[src/rtl/prog_loader_pkg.sv]
// rtl/prog_loader_pkg.sv - shared state encoding and stream-format constants for prog_loader
package prog_loader_pkg;

    typedef enum logic [3:0] {
        ST_IDLE   = 4'd0,
        ST_LEN_HI = 4'd1,
        ST_LEN_LO = 4'd2,
        ST_DAT_HI = 4'd3,
        ST_DAT_LO = 4'd4,
        ST_WRITE  = 4'd5,
        ST_CHK    = 4'd6,
        ST_DONE   = 4'd7,
        ST_ERROR  = 4'd8
    } state_t;

    // Header is LEN_HI, LEN_LO; trailer is one checksum byte.
    localparam int HDR_LEN = 2;
    localparam int CHK_LEN = 1;

endpackage

[src/rtl/prog_loader_if.sv]
// rtl/prog_loader_if.sv - byte stream in and instruction-memory write port of prog_loader
interface prog_loader_if;

    logic [7:0]  rx_data;
    logic        rx_valid;
    logic        rx_ready;
    logic        wr_en;
    logic [15:0] wr_addr;
    logic [15:0] wr_data;

    // Loader side: consumes the byte stream, drives the memory write port.
    modport slave (
        input  rx_data,
        input  rx_valid,
        output rx_ready,
        output wr_en,
        output wr_addr,
        output wr_data
    );

    // Environment side: produces the byte stream, observes the memory writes.
    modport master (
        output rx_data,
        output rx_valid,
        input  rx_ready,
        input  wr_en,
        input  wr_addr,
        input  wr_data
    );

endinterface

[src/rtl/prog_loader.sv]
// rtl/prog_loader.sv - byte-stream program loader writing 16-bit words into instruction memory
module prog_loader
    import prog_loader_pkg::*;
#(
    parameter int BASE_ADDR = 1,
    parameter int DEPTH     = 1024
) (
    input  logic              clk,
    input  logic              reset_n,
    input  logic              start,
    prog_loader_if.slave      bus,
    output logic              cpu_hold,
    output logic              done,
    output logic              error,
    output logic [15:0]       words_loaded
);

    // Largest word count that fits between BASE_ADDR and the top of memory.
    localparam logic [16:0] MAX_WORDS = 17'(DEPTH - BASE_ADDR);
    localparam logic [15:0] BASE      = 16'(BASE_ADDR);

    state_t      state;
    state_t      next_state;
    logic [7:0]  len_hi;
    logic [15:0] len;
    logic [7:0]  data_hi;
    logic [7:0]  sum;

    logic        xfer;
    logic [15:0] len_word;
    logic        len_too_big;
    logic        last_word;
    logic [7:0]  chk_sum;

    assign xfer        = bus.rx_valid && bus.rx_ready;
    assign len_word    = {len_hi, bus.rx_data};
    assign len_too_big = {1'b0, len_word} > MAX_WORDS;
    assign last_word   = (words_loaded + 16'd1) == len;
    assign chk_sum     = sum + bus.rx_data;

    // State register.
    always_ff @(posedge clk or negedge reset_n) begin
        if (!reset_n) begin
            state <= ST_IDLE;
        end else begin
            state <= next_state;
        end
    end

    // Next-state decode plus the per-state handshake and write strobe.
    always_comb begin
        next_state   = state;
        bus.rx_ready = 1'b0;
        bus.wr_en    = 1'b0;
        case (state)
            ST_IDLE, ST_DONE, ST_ERROR: begin
                if (start) next_state = ST_LEN_HI;
            end
            ST_LEN_HI: begin
                bus.rx_ready = 1'b1;
                if (xfer) next_state = ST_LEN_LO;
            end
            ST_LEN_LO: begin
                bus.rx_ready = 1'b1;
                if (xfer) begin
                    if (len_word == 16'd0)  next_state = ST_CHK;
                    else if (len_too_big)   next_state = ST_ERROR;
                    else                    next_state = ST_DAT_HI;
                end
            end
            ST_DAT_HI: begin
                bus.rx_ready = 1'b1;
                if (xfer) next_state = ST_DAT_LO;
            end
            ST_DAT_LO: begin
                bus.rx_ready = 1'b1;
                if (xfer) next_state = ST_WRITE;
            end
            ST_WRITE: begin
                bus.wr_en  = 1'b1;
                next_state = last_word ? ST_CHK : ST_DAT_HI;
            end
            ST_CHK: begin
                bus.rx_ready = 1'b1;
                if (xfer) next_state = (chk_sum == 8'h00) ? ST_DONE : ST_ERROR;
            end
            default: next_state = ST_IDLE;
        endcase
    end

    // Datapath: length capture, word assembly, checksum, counter and status flags.
    // wr_data is loaded whole at DAT_LO so the write port stays stable between strobes.
    always_ff @(posedge clk or negedge reset_n) begin
        if (!reset_n) begin
            len_hi       <= 8'h00;
            len          <= 16'h0000;
            data_hi      <= 8'h00;
            sum          <= 8'h00;
            bus.wr_addr  <= 16'h0000;
            bus.wr_data  <= 16'h0000;
            cpu_hold     <= 1'b0;
            done         <= 1'b0;
            error        <= 1'b0;
            words_loaded <= 16'h0000;
        end else begin
            case (state)
                ST_IDLE, ST_DONE, ST_ERROR: begin
                    if (start) begin
                        cpu_hold     <= 1'b1;
                        done         <= 1'b0;
                        error        <= 1'b0;
                        words_loaded <= 16'h0000;
                        sum          <= 8'h00;
                    end
                end
                ST_LEN_HI: begin
                    if (xfer) len_hi <= bus.rx_data;
                end
                ST_LEN_LO: begin
                    if (xfer) begin
                        len <= len_word;
                        if (len_word != 16'd0 && len_too_big) error <= 1'b1;
                    end
                end
                ST_DAT_HI: begin
                    if (xfer) begin
                        data_hi <= bus.rx_data;
                        sum     <= sum + bus.rx_data;
                    end
                end
                ST_DAT_LO: begin
                    if (xfer) begin
                        bus.wr_data <= {data_hi, bus.rx_data};
                        bus.wr_addr <= BASE + words_loaded;
                        sum         <= sum + bus.rx_data;
                    end
                end
                ST_WRITE: begin
                    words_loaded <= words_loaded + 16'd1;
                end
                ST_CHK: begin
                    if (xfer) begin
                        if (chk_sum == 8'h00) begin
                            done     <= 1'b1;
                            cpu_hold <= 1'b0;
                        end else begin
                            error    <= 1'b1;
                        end
                    end
                end
                default: ;
            endcase
        end
    end

endmodule

[src/flat_wrapper.sv]
// flat-port wrapper written by rule: the top's interface ports become plain ports
module prog_loader_flat import prog_loader_pkg::*;
#(
    parameter int BASE_ADDR = 1,
    parameter int DEPTH     = 1024
)
  (clk, reset_n, start, cpu_hold, done, error, words_loaded, bus_rx_data, bus_rx_valid, bus_rx_ready, bus_wr_en, bus_wr_addr, bus_wr_data);
  prog_loader_if bus_i ();
  input  logic clk;
  input  logic reset_n;
  input  logic start;
  output logic cpu_hold;
  output logic done;
  output logic error;
  output logic [15:0] words_loaded;
  input wire logic [$bits(bus_i.rx_data)-1:0] bus_rx_data;
  input wire logic [$bits(bus_i.rx_valid)-1:0] bus_rx_valid;
  output wire logic [$bits(bus_i.rx_ready)-1:0] bus_rx_ready;
  output wire logic [$bits(bus_i.wr_en)-1:0] bus_wr_en;
  output wire logic [$bits(bus_i.wr_addr)-1:0] bus_wr_addr;
  output wire logic [$bits(bus_i.wr_data)-1:0] bus_wr_data;
  assign bus_i.rx_data = bus_rx_data;
  assign bus_i.rx_valid = bus_rx_valid;
  assign bus_rx_ready = bus_i.rx_ready;
  assign bus_wr_en = bus_i.wr_en;
  assign bus_wr_addr = bus_i.wr_addr;
  assign bus_wr_data = bus_i.wr_data;
  prog_loader #(.BASE_ADDR(BASE_ADDR), .DEPTH(DEPTH)) u_core (.clk(clk), .reset_n(reset_n), .start(start), .bus(bus_i), .cpu_hold(cpu_hold), .done(done), .error(error), .words_loaded(words_loaded));
endmodule
[config.mk]
export PLATFORM = sky130hd
export DESIGN_NAME = prog_loader_flat
export DESIGN_NICKNAME = d
export VERILOG_FILES = /design/src/rtl/prog_loader_pkg.sv /design/src/rtl/prog_loader_if.sv /design/src/rtl/prog_loader.sv /design/src/flat_wrapper.sv
export SDC_FILE = /design/constraint.sdc
export NUM_CORES = 1
export LEC_CHECK = 0
export CAP_MARGIN = 15
export CORE_MARGIN = 2
export CORE_UTILIZATION = 45
export CTS_CLUSTER_SIZE = 20
export DETAILED_ROUTE_END_ITERATION = 8
export PLACE_DENSITY = 0.78
export SLEW_MARGIN = 10
export SYNTH_ARGS = -nofsm -noshare
export SYNTH_HDL_FRONTEND = slang
export SYNTH_SLANG_ARGS = --single-unit
[constraint.sdc]
create_clock -name clk -period 7.3 [get_ports clk]
set_input_delay 1.46 -clock clk [delete_from_list [all_inputs] [get_ports clk]]
set_output_delay 1.46 -clock clk [all_outputs]
set_load 0.02 [all_outputs]
==> Yosys cells after proc, flatten, opt, wreduce, memory -nomap -nowiden <==
Index checks and enable logic that the tools add are counted.
{ "word_totals": {"register_bits": 95, "latchBits": 0, "ramBits": 0, "rom_bits": 0, "inputBits": 12, "out_inout_bits": 53, "elab_cells": 86, "memories": 0} }
{ "classes": {"n_addsub": 2, "mul": 0, "div_mod_pow": 0, "n_lt_le_gt_ge": 1, "n_eq_ne": 19, "shifts": 0, "n_mux": 31, "bitwise": 0, "n_reduce_logical": 22} }
{ "op_table": {"columns": ["op", "count"], "rows": [
  ["$mux 4", 9],
  ["$pmux 16 s2", 1],
  ["$pmux 4 s7", 1],
  ["$add 16x1->16 const B", 1],
  ["$eq 16x16->1", 1],
  ["$eq 4x3->1 const B", 4],
  ["$gt 16x10->1 const B", 1],
  ["$logic_not 16->1", 1],
  ["$mux 16", 1],
  ["$mux 8", 2],
  ["$ne 2x1->1 const B", 8],
  ["$pmux 8 s2", 1],
  ["$reduce_bool 16->1", 1],
  ["$mux 1", 12],
  ["$reduce_and 6->1", 2],
  ["$reduce_and 2->1", 5],
  ["$add 8x8->8", 1],
  ["$eq 4x2->1 const B", 2],
  ["$logic_not 8->1", 1],
  ["$reduce_bool 2->1", 3],
  ["$reduce_or 5->1", 1],
  ["$eq 4x1->1 const B", 1],
  ["$eq 4x4->1 const B", 1],
  ["$logic_not 4->1", 1],
  ["10 further kinds", 13]
]} }

==> Depth between registers and ports, before layout <==
Gate-level depths: netlist of run 1.
{ "logic_depth": {"word_depth": 6, "depth_mapped": 9} }

==> Worst setup path after synthesis of run 1 <==
No wires, ideal clock.
{ "synth_timing": {"path_type": "input to register", "start": "input bus_rx_data[0]", "end": "register u_core.error", "setup_ps": 122, "arrival_ps": 3580, "setup_slack_ps": 3599, "stages": 9, "n_path_buf": 0, "cell_sequence": "ha_1 -> fa_1 -> a211o_1 -> o21ai_1 -> xnor2_1 -> or4_4 -> nor3b_4 -> a21oi_2 -> a32o_1"} }
{ "synth_via": {"elab_chain_len": 4, "elab_cells_between_ends": 8, "cone_classes": "add/sub: 1; order compare: 1; eq/ne: 2; reduce/logical: 4"} }
{ "synth_lines": {"columns": ["element", "line", "text"], "rows": [
  ["start: declaration", "flat_wrapper.sv:16", "input wire logic [$bits(bus_i.rx_data)-1:0] bus_rx_data;"],
  ["$add 8x8->8 (tied with other cells)", "prog_loader.sv:39", "assign chk_sum = sum + bus.rx_data;"],
  ["$logic_not 8->1 or $logic_and 1x1->1 (tied branches)", "prog_loader.sv:143, prog_loader.sv:122", null],
  ["$ne 2x2->1 (no source line) or $ne 2x1->1 (tied branches)", null, null],
  ["$reduce_and 6->1 (no source line) *", null, null],
  ["end signal: assignment", "prog_loader.sv:103", "error <= 1'b0;"],
  ["end signal: assignment", "prog_loader.sv:122", "if (len_word != 16'd0 && len_too_big) error <= 1'b1;"],
  ["end signal: assignment", "prog_loader.sv:147", "error <= 1'b1;"],
  ["end: declaration", "prog_loader.sv:14", "output logic error,"]
]} }
Mark *: on every way between the ends. The rest lies on a longest branch, timed or not.
A chain may end at the register's enable or synchronous reset.

==> Final worst setup path of run 1 <==
{ "layout_timing": {"start": "register u_core.state[2]", "end": "output bus_wr_en"} }
{ "layout_via": {"elab_chain_len": 2} }
{ "layout_lines": {"columns": ["element", "line", "text"], "rows": [
  ["start: declaration", "prog_loader.sv:22", "state_t state;"],
  ["start signal: assignment", "prog_loader.sv:46", "state <= next_state;"],
  ["$eq 4x3->1", "prog_loader.sv:55", "case (state)"],
  ["$mux 1", "prog_loader.sv:55", null],
  ["end: declaration", "flat_wrapper.sv:19", "output wire logic [$bits(bus_i.wr_en)-1:0] bus_wr_en;"]
]} }
No other way between the ends.

==> results.py, run 1 <==
metrics = {
    "status": {
        "status": "completed",
    },
    "timing": {
        "finClkSkew_ps": 7.641,
        "setup_viol": 0,
        "final_max_slew_viol_count": 0,
        "holdWs_ps": 483.1,
        "fin_crit_ps": 4494,
        "max_freq_mhz": 222.5,
        "tightestPinTransition_ps": 991.4,
        "tns_ps": 0,
        "setup_ws_ps": 2806,
        "relSlewSlack": 0.3391,
        "period_share": 0.6156,
        "hold_viol_final": 0,
        "grt_setup_unrepaired": "no",
    },
    "power_and_ir_drop": {
        "comb_power_share": 0.412,
        "clkPwrFrac": 0.197,
        "p_int_uw": 1459,
        "peakVddDrop_v": 0.0002239,
        "power.density_nw_per_um2": 385.6,
        "p_sw_uw": 876.6,
        "p_sw_frac": 0.3754,
        "seqPwrFrac": 0.391,
        "leakagePower_uw": 0.002524,
    },
    "synth": {
        "synth_edf_count": 0,
        "synth.top_cell.area_share": 0.4689,
        "synth_cells": 467,
        "syn_area_um2": 5070,
        "synthArstFlopShare": 1.000,
        "synth_top_area_cell": "dfrtp_1",
        "avgSynthCellArea_um2": 10.86,
        "synth.distinct_cells": 67,
        "yosysWarnings": 0,
        "synth_nets": 488,
        "ys_ff_latch": 95,
        "synthFlopType": "dfrtp_1",
        "seq_area_frac_synth": 0.4689,
        "synth_area_leaders": "dfrtp_1, mux2_2, xnor2_1",
    },
    "drt": {
        "routed_wl_um": 11530,
        "dr_total_vias": 3783,
        "ant_nets": 0,
        "drtPass1Iterations": 5,
        "drtIter0Drc": 275,
        "drc_errors": 0,
        "viasPerCell": 5.723,
        "wl_per_cell_um": 17.44,
    },
    "clock_network": {
        "clk_pin_slew_worst_paths_ps": 70,
        "clock_path_buffers": 2,
        "cts_setup_buffers": 0,
        "clk_latency_ps": 350,
        "clock-sinks": 95,
        "cts_tree": "built",
        "htreeDepth": 3,
        "root_buffer": "clkbuf_16",
        "postCtsHoldBufs": 0,
        "cts_resized": 0,
        "cts_buffers": 9,
    },
    "global_route": {
        "grt-ovfl-total": 0,
        "grt_start_max_net_pins": 65,
        "antenna_found_initial": 0,
        "grt_pass1_vias": 3712,
        "grt_usage": 0.2013,
        "grt_pass1_wl_um": 18890,
    },
    "cells_and_area": {
        "fin_area_um2": 6056,
        "regArea_um2": 2377,
        "diodes": 0,
        "layout-drive-gt1-share": 0.1708,
        "fin_nets": 537,
        "utilization": 0.5538,
        "mostFrequentLayoutCells": "dfrtp_1, clkdlybuf4s50_1, mux2_2",
        "layout_commonest_cell": "dfrtp_1",
        "nFillCells": 953,
        "multi_input_area_um2": 2542,
        "area_growth_syn_to_layout_pct": 19.45,
    },
    "critical_path": {
        "cp_max_fo": 24,
        "critPathArrivalTime_ps": 3030,
        "critPathKind": "flip-flop to output port",
        "required_ps": 5840,
        "r2r_cells": 6,
        "end_kind": "output port",
        "worst_setup_path_start_kind": "flip-flop",
    },
    "die": {
        "dieArea_um2": 12130,
        "rows": 38,
        "initial_core_util": 0.4636,
        "die_h_um": 110.1,
        "coreArea_um2": 10940,
        "die-width_um": 110.1,
        "io_pins": 65,
    },
    "place": {
        "pre_cts_ws_ps": 2848,
        "gp_congestion": 0.8918,
        "placed_cell_area_um2": 5771,
        "numPortBuffers": 64,
        "hpwl_um": 8327,
    },
    "min_path": {
        "whs_path_depth": 2,
        "hp-class": "flip-flop to flip-flop",
    },
    "job": {
        "max_cap_viol_count": 0,
    },
}
## worst max-delay path: stages, from the launching register on
cell and delay, ps:
dfrtp_1 710, nor2b_1 360, nand2_1 540, inv_2 410, clkdlybuf4s50_1 660
## Yosys cell counts, types with 3 or more instances
library cell and count:
nor2b_1 6, nand4_1 4, and4_1 3, inv_1 7, nand3_1 9, nor4_4 4, o31ai_1 7, mux2_2 49
a22o_1 8, nor4_1 3, o2111ai_1 3, o21ai_0 33, nor3_1 5, nand2b_1 3, o21a_1 3, nor3b_1 3
o21bai_1 3, nand2_1 41, and3_1 3, clkbuf_1 17, a31oi_1 3, o21ai_1 12, a211oi_1 3, xor2_1 7
dfrtp_1 95, or3_1 4, ha_1 8, buf_2 7, nor2_1 34, a21oi_1 8, xnor2_1 23
## worst paths after layout
path,end,slack [ps],start
worst max-delay path,bus_wr_en,2810,u_core.state[2]
worst min-delay path,u_core.bus.wr_addr[0],480,u_core.bus.wr_addr[0]
worst max register to register,u_core.words_loaded[15],4360,u_core.state[2]
worst min register to register,u_core.bus.wr_addr[0],480,u_core.bus.wr_addr[0]
max in group asynchronous,u_core.state[2],5100,reset_n
min in group asynchronous,u_core.words_loaded[15],1030,reset_n
## power groups by stage
| stage | Combinational [µW] | Sequential [µW] | Clock [µW] |
|---|---|---|---|
| after floorplan | 566 | 959 | 0 |
| after global placement | 936 | 906 | 0 |
| after detailed placement | 964 | 920 | 0 |
| after CTS | 970 | 911 | 469 |
| after global routing | 1050 | 939 | 491 |
| final | 962 | 912 | 461 |
## layer usage
metal / track usage / part of all wire / vias up
met1: 0.2823 / 0.46 / 1863
met2: 0.3181 / 0.47 / 113
li1: - / - / 1793
met3: 0.03998 / 0.056 / 14
met4: 0.05893 / 0.011 / 0
met5: 0 / 0 / -
## flip-flops by register name, indices dropped and copies added (netlist names)
signal,count
u_core.bus.wr_addr,16
u_core.bus.wr_data,16
u_core.cpu_hold,1
u_core.data_hi,8
u_core.done,1
u_core.error,1
u_core.len,16
u_core.len_hi,8
u_core.state,4
u_core.sum,8
u_core.words_loaded,16
## per-stage QoR
stage          total power, µW  cells
5_1_grt                   2480    661
4_1_cts                   2350    661
6_report                  2335    661
3_3_place_gp              1842    645
3_5_place_dp              1884    645
2_1_floorplan             1525    467
## area by class of cell
class | count | area share
Inverter | 8 | 0.004959
Clock buffer | 9 | 0.03719
Clock inverter | 7 | 0.009917
Timing Repair Buffer | 65 | 0.1066
Tap cell | 140 | 0.02893
Multi-Input combinational cell | 337 | 0.4198
Sequential cell | 95 | 0.3926
## cells by family (layout without fill, tap and decap cells)
kind of cell,Yosys count,in the layout,share of synthesized area
adders and majority gates,9,9,0.02369
DFF,95,95,0.4689
and+or+nand+nor,141,141,0.1626
buffers and inverters,35,89,0.03060
muxes,50,50,0.1108
AOI/OAI and AO/OA,103,103,0.1362
xor gates and xnor gates,34,34,0.06713
Power figures use the tool's default switching activity.
==> run 2: changes to the inputs <==
Settings changed: PLACE_DENSITY 0.78 to 0.81.
Clock period 7.3 ns to 3.65 ns, I/O delays scaled along.
==> run 2 against run 1 <==
  * Clock skew rose by 1.9 ps
  * Register-to-register slack got worse by 3500 ps
  * Clock power rose by 120%
  * First-iteration DRC count fell by 9.8%
  * Die area did not move
  * Routed wire length fell by 0.26%
  * Combinational power rose by 100%
  * Hold slack got worse by 150 ps
  * Sequential cell count did not move
  * Cell count rose by 1.5%
  * Critical endpoint is now u_core.state[3]
  * Largest cell class unchanged
  * Highest routed layer unchanged
==> results.py, run 2 (synthesized netlist as in run 1, its figures left out) <==
metrics = {
    "status": {
        "status": "completed",
    },
    "die": {
        "initial_core_util": 0.4636,
        "coreArea_um2": 10940,
        "dieArea_um2": 12130,
        "io_pins": 65,
        "die-width_um": 110.1,
        "die_h_um": 110.1,
        "rows": 38,
    },
    "drt": {
        "drtIter0Drc": 248,
        "top_layer": "met4",
        "drtPass1Iterations": 4,
        "ant_nets": 0,
        "routed_wl_um": 11500,
        "wl_met3_um": 668,
        "drc_errors": 0,
        "dr_total_vias": 3817,
        "m1WireLength_um": 5133,
        "viasPerCell": 5.689,
        "wl_met2_um": 5583,
        "wl_per_cell_um": 17.13,
    },
    "min_path": {
        "hp-class": "input pin to asynchronous set/reset pin",
    },
    "cells_and_area": {
        "layout_commonest_cell": "dfrtp_1",
        "fin_nets": 547,
        "diodes": 0,
        "area_growth_syn_to_layout_pct": 21.72,
        "layout-drive-gt1-share": 0.1864,
        "mostFrequentLayoutCells": "dfrtp_1, clkdlybuf4s50_1, mux2_2",
        "utilization": 0.5643,
    },
    "critical_path": {
        "critPathBufInv": 1,
        "end_kind": "flip-flop",
        "critPathKind": "input pin to flip-flop",
        "critPathArrivalTime_ps": 3510,
        "worst_path_max_delay_cell": "or4_4",
        "required_ps": 3880,
        "crit_family": "compound AO/OA/AOI/OAI gates",
        "cp_max_fo": 3,
        "slowest_delay_ps": 520,
        "crit_path_cell_trace": "clkdlybuf4s50_1 -> ha_1 -> fa_1 -> a211o_1 -> o21ai_1 -> xnor2_1 -> or4_4 -> nor3b_4 -> a21oi_2 -> a32o_1",
        "worst_setup_path_start_kind": "input pin",
    },
    "timing": {
        "period_share": 0.8995,
        "max_freq_mhz": 304.6,
        "hold_viol_final": 0,
        "final_max_slew_viol_count": 0,
        "fin_crit_ps": 3283,
        "tns_ps": 0,
        "setup_viol": 0,
        "grt_setup_unrepaired": "no",
        "tightestPinTransition_ps": 858.1,
        "relSlewSlack": 0.4258,
        "finClkSkew_ps": 9.561,
    },
    "power_and_ir_drop": {
        "power.density_nw_per_um2": 771.9,
        "peakVddDrop_v": 0.0004155,
        "leakagePower_uw": 0.002586,
    },
    "place": {
        "hpwl_um": 8375,
        "gp_congestion": 0.8765,
        "numPortBuffers": 64,
    },
    "clock_network": {
        "htreeDepth": 3,
        "cts_buffers": 9,
        "cts_tree": "built",
        "cts_setup_buffers": 0,
        "postCtsHoldBufs": 0,
        "clk_latency_ps": 350,
        "clock_path_buffers": 2,
        "clock-sinks": 95,
        "cts_resized": 0,
        "clk_pin_slew_worst_paths_ps": 70,
        "root_buffer": "clkbuf_16",
    },
    "global_route": {
        "antenna_found_initial": 0,
        "grt-ovfl-total": 0,
        "grt_pass1_vias": 3790,
        "grt_start_max_net_pins": 39,
        "grt_usage": 0.2038,
        "grt_pass1_wl_um": 19090,
    },
    "job": {
        "max_cap_viol_count": 0,
    },
}
==> run 2: cell types whose count changed in the layout (fill, tap and decap cells not counted) <==
cell,change
clkinv_2,-1
clkinv_8,+2
buf_4,+10
bufinv_16,+1
inv_6,-2
==> run 2: worst paths after layout <==
path	startpoint	end	slack [ps]	depth (start not counted)
setup / recovery	bus_rx_data[0]	u_core.state[3]	370	10
hold / removal	reset_n	u_core.bus.wr_addr[13]	330	1
setup reg to reg	u_core.sum[0]	u_core.state[3]	820	9
hold reg to reg	u_core.bus.wr_addr[8]	u_core.bus.wr_addr[8]	480	2
max in group asynchronous	reset_n	u_core.cpu_hold	2550	2
min in group clk	u_core.bus.wr_addr[8]	u_core.bus.wr_addr[8]	480	2
==> run 2: final cells by class <==
cell class	count	area (µm²)
fillers	945	4765
multi-input cells	337	2542
flip-flops and latches	95	2377
repair buffers	75	720.7
clock buffers	9	225.2
well taps	140	175.2
clock inverters	7	100.1
inverters	8	30.03
==> run 2: power breakdown <==
| group | total [µW] | internal [µW] | switching [µW] |
|---|---|---|---|
| clock network | 1000 | 554 | 451 |
| logic | 1940 | 988 | 950 |
| registers | 1820 | 1460 | 357 |
| total | 4760 | 3010 | 1760 |
==> run 2: metal layers <==
layer,track usage,vias to the layer above
met5,0,-
met4,0.04196,0
met3,0.04644,15
met2,0.3422,141
met1,0.2715,1853
li1,-,1808
==> run 2: stage by stage <==
step                power (µW)  std cells  hold WS, ps  instance area (µm²)  setup WS (ps)
floorplan                 3050        467        434.4                 5070          678.8
detailed placement        3770        655        469.8                 5846          36.67
finish                    4763        671        334.5                 6171          366.9
global placement          3692        655        460.1                 5846          111.7
CTS                       4793        671        350.8                 6171          379.8
global route              5070        671        375.8                 6171          263.3
==> run 2: worst register-to-register path: cells and delay by family, from the launching register on <==
family,cells,cell delay [ps]
DFF,1,390
and+or+nand+nor,2,770
AOI/OAI and AO/OA,4,820
xor gates and xnor gates,1,100
adders and majority gates,2,650
==> run 3: changes to the inputs <==
Settings changed: CORE_UTILIZATION 45 to 50, GPL_TIMING_DRIVEN from default to 1, PLACE_DENSITY 0.81 to 0.87.
==> run 3 against run 2 <==
  * Sequential cell count stayed put
  * Setup slack better by 73 ps
  * Clock-buffer cell count rose by 1
  * Maximum frequency is 2.3% higher
  * Critical path type unchanged
  * Largest cell class unchanged
==> results.py, run 3 (synthesized netlist as in run 1, its figures left out) <==
metrics = {
    "critical_path": {
        "critPathArrivalTime_ps": 3480,
        "end_kind": "flip-flop",
        "required_ps": 3920,
        "worst_setup_path_start_kind": "input pin",
        "critPathKind": "input pin to flip-flop",
        "cp_max_fo": 3,
    },
    "global_route": {
        "grt.busiest_layer": "met2",
        "antenna_found_initial": 0,
        "grt_pass1_wl_um": 19880,
        "grt_use_met2": 0.3702,
        "grt_pass1_vias": 3967,
        "grt_start_max_net_pins": 36,
        "grt-ovfl-total": 0,
        "met3_usage": 0.05240,
        "gr-usage-met1": 0.2916,
        "grt_usage": 0.2257,
    },
    "cells_and_area": {
        "layout-drive-gt1-share": 0.1830,
        "mostFrequentLayoutCells": "dfrtp_1, clkdlybuf4s50_1, mux2_2",
        "nFillCells": 827,
        "multi_input_area_um2": 2542,
        "diodes": 0,
        "layout_commonest_cell": "dfrtp_1",
        "fin_cells": 663,
        "regArea_um2": 2377,
        "fin_nets": 546,
        "area_growth_syn_to_layout_pct": 18.93,
    },
    "power_and_ir_drop": {
        "clkPwrFrac": 0.161,
        "p_sw_uw": 1699,
        "p_int_uw": 2778,
        "p_sw_frac": 0.3794,
        "peakVddDrop_v": 0.0004600,
        "comb_power_share": 0.434,
        "seqPwrFrac": 0.405,
        "power.density_nw_per_um2": 742.5,
        "leakagePower_uw": 0.002527,
    },
    "place": {
        "numPortBuffers": 64,
        "gp_congestion": 0.8847,
        "place_inst": 647,
        "hpwl_um": 8401,
    },
    "die": {
        "die-width_um": 104.7,
        "initial_core_util": 0.5163,
        "dieArea_um2": 10960,
        "rows": 36,
        "die_h_um": 104.7,
        "coreArea_um2": 9819,
        "io_pins": 65,
    },
    "status": {
        "status": "completed",
    },
    "clock_network": {
        "htreeDepth": 3,
        "cts_setup_buffers": 0,
        "cts_buffers": 9,
        "clock_path_buffers": 2,
        "clock-sinks": 95,
        "cts_tree": "built",
        "postCtsHoldBufs": 0,
        "cts_resized": 0,
        "root_buffer": "clkbuf_8",
        "clk_pin_slew_worst_paths_ps": 100,
        "clk_latency_ps": 380,
    },
    "min_path": {
        "hp-class": "input pin to asynchronous set/reset pin",
    },
    "timing": {
        "period_share": 0.8795,
        "hold_viol_final": 0,
        "finClkSkew_ps": 12.95,
        "setup_viol": 0,
        "relSlewSlack": 0.3853,
        "final_max_slew_viol_count": 0,
        "max_freq_mhz": 311.5,
        "tightestPinTransition_ps": 918.6,
        "grt_setup_unrepaired": "no",
        "fin_crit_ps": 3210,
        "tns_ps": 0,
    },
    "drt": {
        "routed_wl_um": 11630,
        "viasPerCell": 5.830,
        "drc_errors": 0,
        "wl_per_cell_um": 17.54,
        "drtIter0Drc": 187,
        "dr_total_vias": 3865,
        "drtPass1Iterations": 5,
        "ant_nets": 0,
    },
    "job": {
        "max_cap_viol_count": 0,
    },
}
-- run 3: critical path: stages --
cell and delay, ps:
clkdlybuf4s50_1 420, ha_1 240, fa_1 410, a211o_1 290
o21ai_1 100, xnor2_1 100, or4_4 510, nor3b_4 260
a21oi_2 110, a32o_1 290
-- run 3: final timing paths --
kind                                        from                     to  slack, ps  depth (start not counted)
max                               bus_rx_data[0]           u_core.error        440                         10
min                                      reset_n         u_core.len[14]        300                          1
max reg2reg                        u_core.sum[0]           u_core.error        830                          9
min reg2reg                u_core.bus.wr_addr[6]  u_core.bus.wr_addr[6]        490                          2
max in group asynchronous                reset_n          u_core.len[0]       2560                          2
min in group clk           u_core.bus.wr_addr[6]  u_core.bus.wr_addr[6]        490                          2
-- run 3: power groups by stage --
stage	Clock (µW)	Sequential (µW)	Combinational, µW
final	723	1810	1940
after global routing	778	1880	2130
after CTS	739	1810	1950
after detailed placement	0	1830	1940
after global placement	0	1800	1880
after floorplan	0	1920	1130
-- run 3: layout make-up --
class	instances	area share
Timing Repair Buffer	74	0.1183
Sequential cell	95	0.3943
Clock buffer	10	0.02117
Tap cell	133	0.02760
Inverter	8	0.004980
Clock inverter	6	0.01204
Multi-Input combinational cell	337	0.4217
-- run 3: through the flow --
| stage | total power (µW) | utilization | instance area (µm²) | worst slack [ps] | hold slack (ps) |
|---|---|---|---|---|---|
| 5_1_grt | 4786 | 0.6140 | 6030 | 281.9 | 317.6 |
| 4_1_cts | 4504 | 0.6140 | 6030 | 453.2 | 302.8 |
| 3_3_place_gp | 3675 | 0.5937 | 5829 | 108.7 | 460.9 |
| 6_report | 4477 | 0.6140 | 6030 | 439.7 | 302.1 |
| 2_1_floorplan | 3050 | - | 5070 | 678.8 | 434.4 |
| 3_5_place_dp | 3774 | 0.5937 | 5829 | 39.71 | 468.8 |
-- run 3: metal layers --
metal / share of wire / routed length [µm]
met4: 0.023 / 268
met1: 0.44 / 5089
met5: 0 / 0
met3: 0.057 / 663
met2: 0.48 / 5604
